`src/rtl/three_a_minus_two_b_solver_pkg.sv`:
```
// Shared definitions for the 3A - 2B inverse solver.
// Contents:
//   WIDTH      - operand/result width (only 16 is supported)
//   INV3       - multiplicative inverse of 3 mod 2^WIDTH
//   ITERATIONS - shift-and-add iterations per solve
//   state_t    - solver FSM states
package three_a_minus_two_b_solver_pkg;

  localparam int WIDTH = 16;

  // 3 * 0xAAAB = 0x20001, which is 1 mod 2^16.
  localparam logic [WIDTH-1:0] INV3 = 16'hAAAB;

  localparam int ITERATIONS = 16;
  localparam int CNT_WIDTH  = $clog2(ITERATIONS);

  typedef logic [CNT_WIDTH-1:0] cnt_t;

  localparam cnt_t LAST_CNT = cnt_t'(ITERATIONS - 1);

  typedef enum logic [1:0] {
    IDLE,
    MUL,
    DONE
  } state_t;

endpackage

```
`src/rtl/three_a_minus_two_b_solver_full_adder_16bit.sv`:
```
// Ripple-carry adder used for the operand precompute and the accumulator.
// Ports:
//   a, b  in  WIDTH : addends
//   cin   in  1     : carry in
//   sum   out WIDTH : a + b + cin, mod 2^WIDTH
//   cout  out 1     : carry out of the top bit
module full_adder_16bit
  import three_a_minus_two_b_solver_pkg::*;
#(
  parameter int WIDTH = three_a_minus_two_b_solver_pkg::WIDTH
) (
  input  logic [WIDTH-1:0] a,
  input  logic [WIDTH-1:0] b,
  input  logic             cin,
  output logic [WIDTH-1:0] sum,
  output logic             cout
);

  logic [WIDTH:0] carry;

  assign carry[0] = cin;

  for (genvar i = 0; i < WIDTH; i++) begin : g_bit
    assign sum[i]     = a[i] ^ b[i] ^ carry[i];
    assign carry[i+1] = (a[i] & b[i]) | (carry[i] & (a[i] ^ b[i]));
  end

  assign cout = carry[WIDTH];

endmodule

```
`src/rtl/three_a_minus_two_b_solver.sv`:
```
// Recovers A from Y = 3A - 2B (mod 2^16) by computing
// A = (Y + 2B) * INV3 with a 16-iteration shift-and-add multiplier.
// Ports:
//   clk    in  1  : clock, rising edge
//   rst_n  in  1  : asynchronous active-low reset
//   start  in  1  : request, sampled in IDLE or DONE
//   Y      in  16 : result of 3A - 2B, sampled with start
//   B      in  16 : second operand, sampled with start
//   busy   out 1  : high while multiplying
//   done   out 1  : one-cycle pulse when A_out is updated
//   A_out  out 16 : recovered A, held until the next solve completes
module three_a_minus_two_b_solver
  import three_a_minus_two_b_solver_pkg::*;
#(
  parameter int               WIDTH = three_a_minus_two_b_solver_pkg::WIDTH,
  parameter logic [WIDTH-1:0] INV3  = three_a_minus_two_b_solver_pkg::INV3
) (
  input  logic             clk,
  input  logic             rst_n,
  input  logic             start,
  input  logic [WIDTH-1:0] Y,
  input  logic [WIDTH-1:0] B,
  output logic             busy,
  output logic             done,
  output logic [WIDTH-1:0] A_out
);

  state_t state_q, state_d;

  logic [WIDTH-1:0] acc, mcand, mplier;
  cnt_t             cnt;

  logic [WIDTH-1:0] two_b;
  logic [WIDTH-1:0] mcand_init;
  logic [WIDTH-1:0] acc_sum;
  logic [WIDTH-1:0] acc_next;
  logic             unused_pre_carry;
  logic             unused_acc_carry;

  // Shift drops B[15]; the adder drops its carry, giving Y + 2B mod 2^16.
  assign two_b = B << 1;

  full_adder_16bit #(.WIDTH(WIDTH)) u_pre_add (
    .a    (Y),
    .b    (two_b),
    .cin  (1'b0),
    .sum  (mcand_init),
    .cout (unused_pre_carry)
  );

  full_adder_16bit #(.WIDTH(WIDTH)) u_acc_add (
    .a    (acc),
    .b    (mcand),
    .cin  (1'b0),
    .sum  (acc_sum),
    .cout (unused_acc_carry)
  );

  assign acc_next = mplier[0] ? acc_sum : acc;

  // State register.
  always_ff @(posedge clk or negedge rst_n) begin
    if (!rst_n) begin
      state_q <= IDLE;
    end else begin
      state_q <= state_d;
    end
  end

  // Next-state logic: DONE behaves like IDLE for accepting a new request.
  always_comb begin
    state_d = state_q;
    case (state_q)
      IDLE:    state_d = start ? MUL : IDLE;
      MUL:     state_d = (cnt == LAST_CNT) ? DONE : MUL;
      DONE:    state_d = start ? MUL : IDLE;
      default: state_d = IDLE;
    endcase
  end

  // Multiplier datapath. A_out only moves on the final iteration so the
  // previous answer stays visible for the whole next solve.
  always_ff @(posedge clk or negedge rst_n) begin
    if (!rst_n) begin
      acc    <= '0;
      mcand  <= '0;
      mplier <= '0;
      cnt    <= '0;
      A_out  <= '0;
    end else if (state_q == MUL) begin
      acc    <= acc_next;
      mcand  <= mcand << 1;
      mplier <= mplier >> 1;
      cnt    <= cnt + cnt_t'(1);
      if (cnt == LAST_CNT) begin
        A_out <= acc_next;
      end
    end else if (start) begin
      acc    <= '0;
      mcand  <= mcand_init;
      mplier <= INV3;
      cnt    <= '0;
    end
  end

  assign busy = (state_q == MUL);
  assign done = (state_q == DONE);

endmodule

```
`config.mk`:
```
export PLATFORM = sky130hd
export DESIGN_NAME = three_a_minus_two_b_solver
export DESIGN_NICKNAME = d
export VERILOG_FILES = /design/src/rtl/three_a_minus_two_b_solver_pkg.sv /design/src/rtl/three_a_minus_two_b_solver_full_adder_16bit.sv /design/src/rtl/three_a_minus_two_b_solver.sv
export SDC_FILE = /design/constraint.sdc
export NUM_CORES = 1
export LEC_CHECK = 0
export CAP_MARGIN = 20
export CELL_PAD_IN_SITES_DETAIL_PLACEMENT = 1
export CELL_PAD_IN_SITES_GLOBAL_PLACEMENT = 1
export CORE_UTILIZATION = 47
export CTS_BUF_LIST = sky130_fd_sc_hd__clkbuf_16
export CTS_CLUSTER_DIAMETER = 60
export DETAILED_ROUTE_END_ITERATION = 8
export PLACE_DENSITY_LB_ADDON = 0.1
export SLEW_MARGIN = 20
export SYNTH_ARGS = -nofsm -noshare
export SYNTH_HDL_FRONTEND = slang
export SYNTH_HIERARCHICAL = 1
export SYNTH_SLANG_ARGS = --single-unit
```
`constraint.sdc`:
```
create_clock -name clk -period 10.11 [get_ports clk]
set_clock_uncertainty 0.1 [all_clocks]
set_input_delay 3.033 -clock clk [delete_from_list [all_inputs] [get_ports clk]]
set_output_delay 3.033 -clock clk [all_outputs]
set_load 0.02 [all_outputs]
```
==> results.toml <==
[run_status]
status = "complete, no violations"

[timing]
fin_setup_tns_ns = 0
slew_headroom_pct = 34.4
worst_slew_pin_slew_ns = 0.984
period_needed_ns = 9.46
setup-violations-final = 0
finalHoldViolations = 0
final-max-slew-violation-count = 0
period_share_pct = 93.6
max_freq_mhz = 106
rsz0062_at_grt = "no"

[yosys]
synth_cells = 325
yosysWarningCount = 6
syn_area_sq_um = 3710
avgSynthCellArea_sq_um = 11.4

[global_route]
antenna_found_initial = 0
grt_max_degree = 71
overflow = 0
grt_usage_pct = 22.4
grt_first_pass_wirelength_um = 14200
grt_pass1_vias = 2817

[pwr]
p_per_area_nw_per_um2 = 317
fin_total_pwr_uw = 1440
peakVddDrop_v = 0.000188
p_int_uw = 879
power_leakage_uw = 0.00208
p_sw_uw = 559
pwr-share-seq_pct = 36.4
pwr-share-comb_pct = 42.3
p_sw_share_pct = 38.9
p_clk_share_pct = 21.3

[critical_path]
cp.required_ns = 10.26
crit_type = "primary input to flop"
reg2regPathDepth = 22
cp_max_fo = 1
r2r-end = "A_out[15]"
worstSetupStartpointType = "primary input"
critPathCaptureType = "flop"
rr_startpoint = "acc[0]"
worstPathArrival_ns = 9.61
reg2reg_slack_ns = 2.70

[routing]
drc_errors = 0
firstDrtPassIters = 4
wl_met1_um = 3550
routed-wl-met2_um = 4230
routed_wl_um = 8110
met3WireLength_um = 228
routed_via_density = 5.28
ant_nets = 0
drt-wirelength-per-cell_um = 16.9
vias = 2529
drt_iter0_drc = 53
top_layer = "met4"

[clock_network]
numCtsBuffers = 9
post_cts_buffers = 0
htreeDepth = 3
ctsResizeCount = 0
cts_buffer_depth = 2
cts_sinks = 70
root_buffer = "clkbuf_16"
tritoncts = "done"
postCtsHoldBufs = 0
cts.clk_slew.worst_paths_ns = 0.06
clk_latency_ns = 0.33

[worst_hold_path]
hold_end = "mplier[3]"
hp-start = "mplier[4]"
holdCritPathClass = "flop to flop"
min_path_cells = 2

[placement]
dpl.hpwl_um = 5340
io_buffer_count = 51
place_congestion = 0.721
placed_cells = 463

[cells_and_area]
antenna_cells = 0
layout.cells.non_filler = 479
drive_gt1_share_pct = 5.84
area_delta_synth_final_pct = 22.2
nets = 440

[die]
die_h_um = 90.9
core_area_sq_um = 7690
rows = 32
io_pins = 53
dieArea_sq_um = 8260
dieWidth_um = 90.9
start_util_pct = 48.3

[job]
cap_violations = 0
[cells in the final DEF, fill, tap and decap left out, drive strengths merged]
| master | n |
|---|---|
| dfrtp | 70 |
| o21ai | 65 |
| nand2 | 51 |
| clkdlybuf4s50 | 50 |
| mux2i | 33 |
| fa | 32 |
| inv | 24 |
| a22o | 16 |
| clkbuf | 9 |
| buf | 5 |
| nor2 | 3 |
| conb | 3 |
| nand3 | 3 |
| clkinv | 3 |
| nand2b | 1 |
| or2 | 1 |
| nor2b | 1 |
| and3b | 1 |
| a21oi | 1 |
| mux2 | 1 |
| a41oi | 1 |
| a31oi | 1 |
| ha | 1 |
| bufinv | 1 |
[power by group through the flow]
stage	clock [uW]	combinational, uW	sequential (uW)
6_report	306	609	523
5_1_grt	325	680	545
4_1_cts	311	620	527
3_5_place_dp	0	613	529
3_3_place_gp	0	580	520
2_1_floorplan	0	411	532
[flip-flops by register name (all words and copies together), names as in the netlist]
register  cells
A_out        16
acc          16
cnt           4
mcand        16
mplier       16
state_q       2
[layer usage]
metal / up-vias / global-route usage [%]
li1: 1183 / -
met1: 1303 / 28.9
met2: 36 / 38.6
met3: 7 / 3.87
met4: 0 / 6.75
met5: - / 0
[worst max-delay path by stage]
stage	slack, ns	depth (start not counted)	start	to
floorplan	1.07	21	Y[1]	mcand[15]
global placement	0.38	22	Y[1]	mcand[15]
detailed placement	0.31	22	Y[1]	mcand[15]
CTS	0.64	22	Y[1]	mcand[15]
global route	0.37	22	B[0]	mcand[15]
finish	0.65	22	Y[1]	mcand[15]
[worst max-delay path, cell delays in order]
cell and delay, ns:
clkdlybuf4s50_1 0.39, inv_1 0.08, fa_1 0.18, inv_1 0.05, fa_1 0.38, fa_1 0.40, fa_1 0.39, fa_1 0.43
fa_1 0.43, fa_1 0.40, fa_1 0.39, fa_1 0.39, fa_1 0.38, fa_1 0.42, fa_1 0.39, fa_1 0.39
fa_1 0.38, inv_1 0.08, fa_1 0.40, inv_1 0.06, mux2i_1 0.06, o21ai_1 0.12
[area by class of cell]
| cell class | count | area, sq um |
|---|---|---|
| clock buffer | 9 | 225 |
| clock inverter | 7 | 58.8 |
| fill | 831 | 3150 |
| inverter | 21 | 78.8 |
| multi-input combinational | 215 | 1760 |
| sequential | 70 | 1750 |
| tap | 102 | 128 |
| timing repair buffer | 55 | 536 |
[per-stage QoR]
stage	setup WS, ns	instance area (sq um)	hold slack, ns	util, %
final	0.646	4540	0.366	59.0
after floorplan	1.07	3720	0.333	-
after global routing	0.373	4540	0.388	59.0
after detailed placement	0.314	4250	0.365	55.3
after global placement	0.377	4250	0.345	55.3
after CTS	0.640	4540	0.374	59.0
Power figures use the tool's default switching activity.
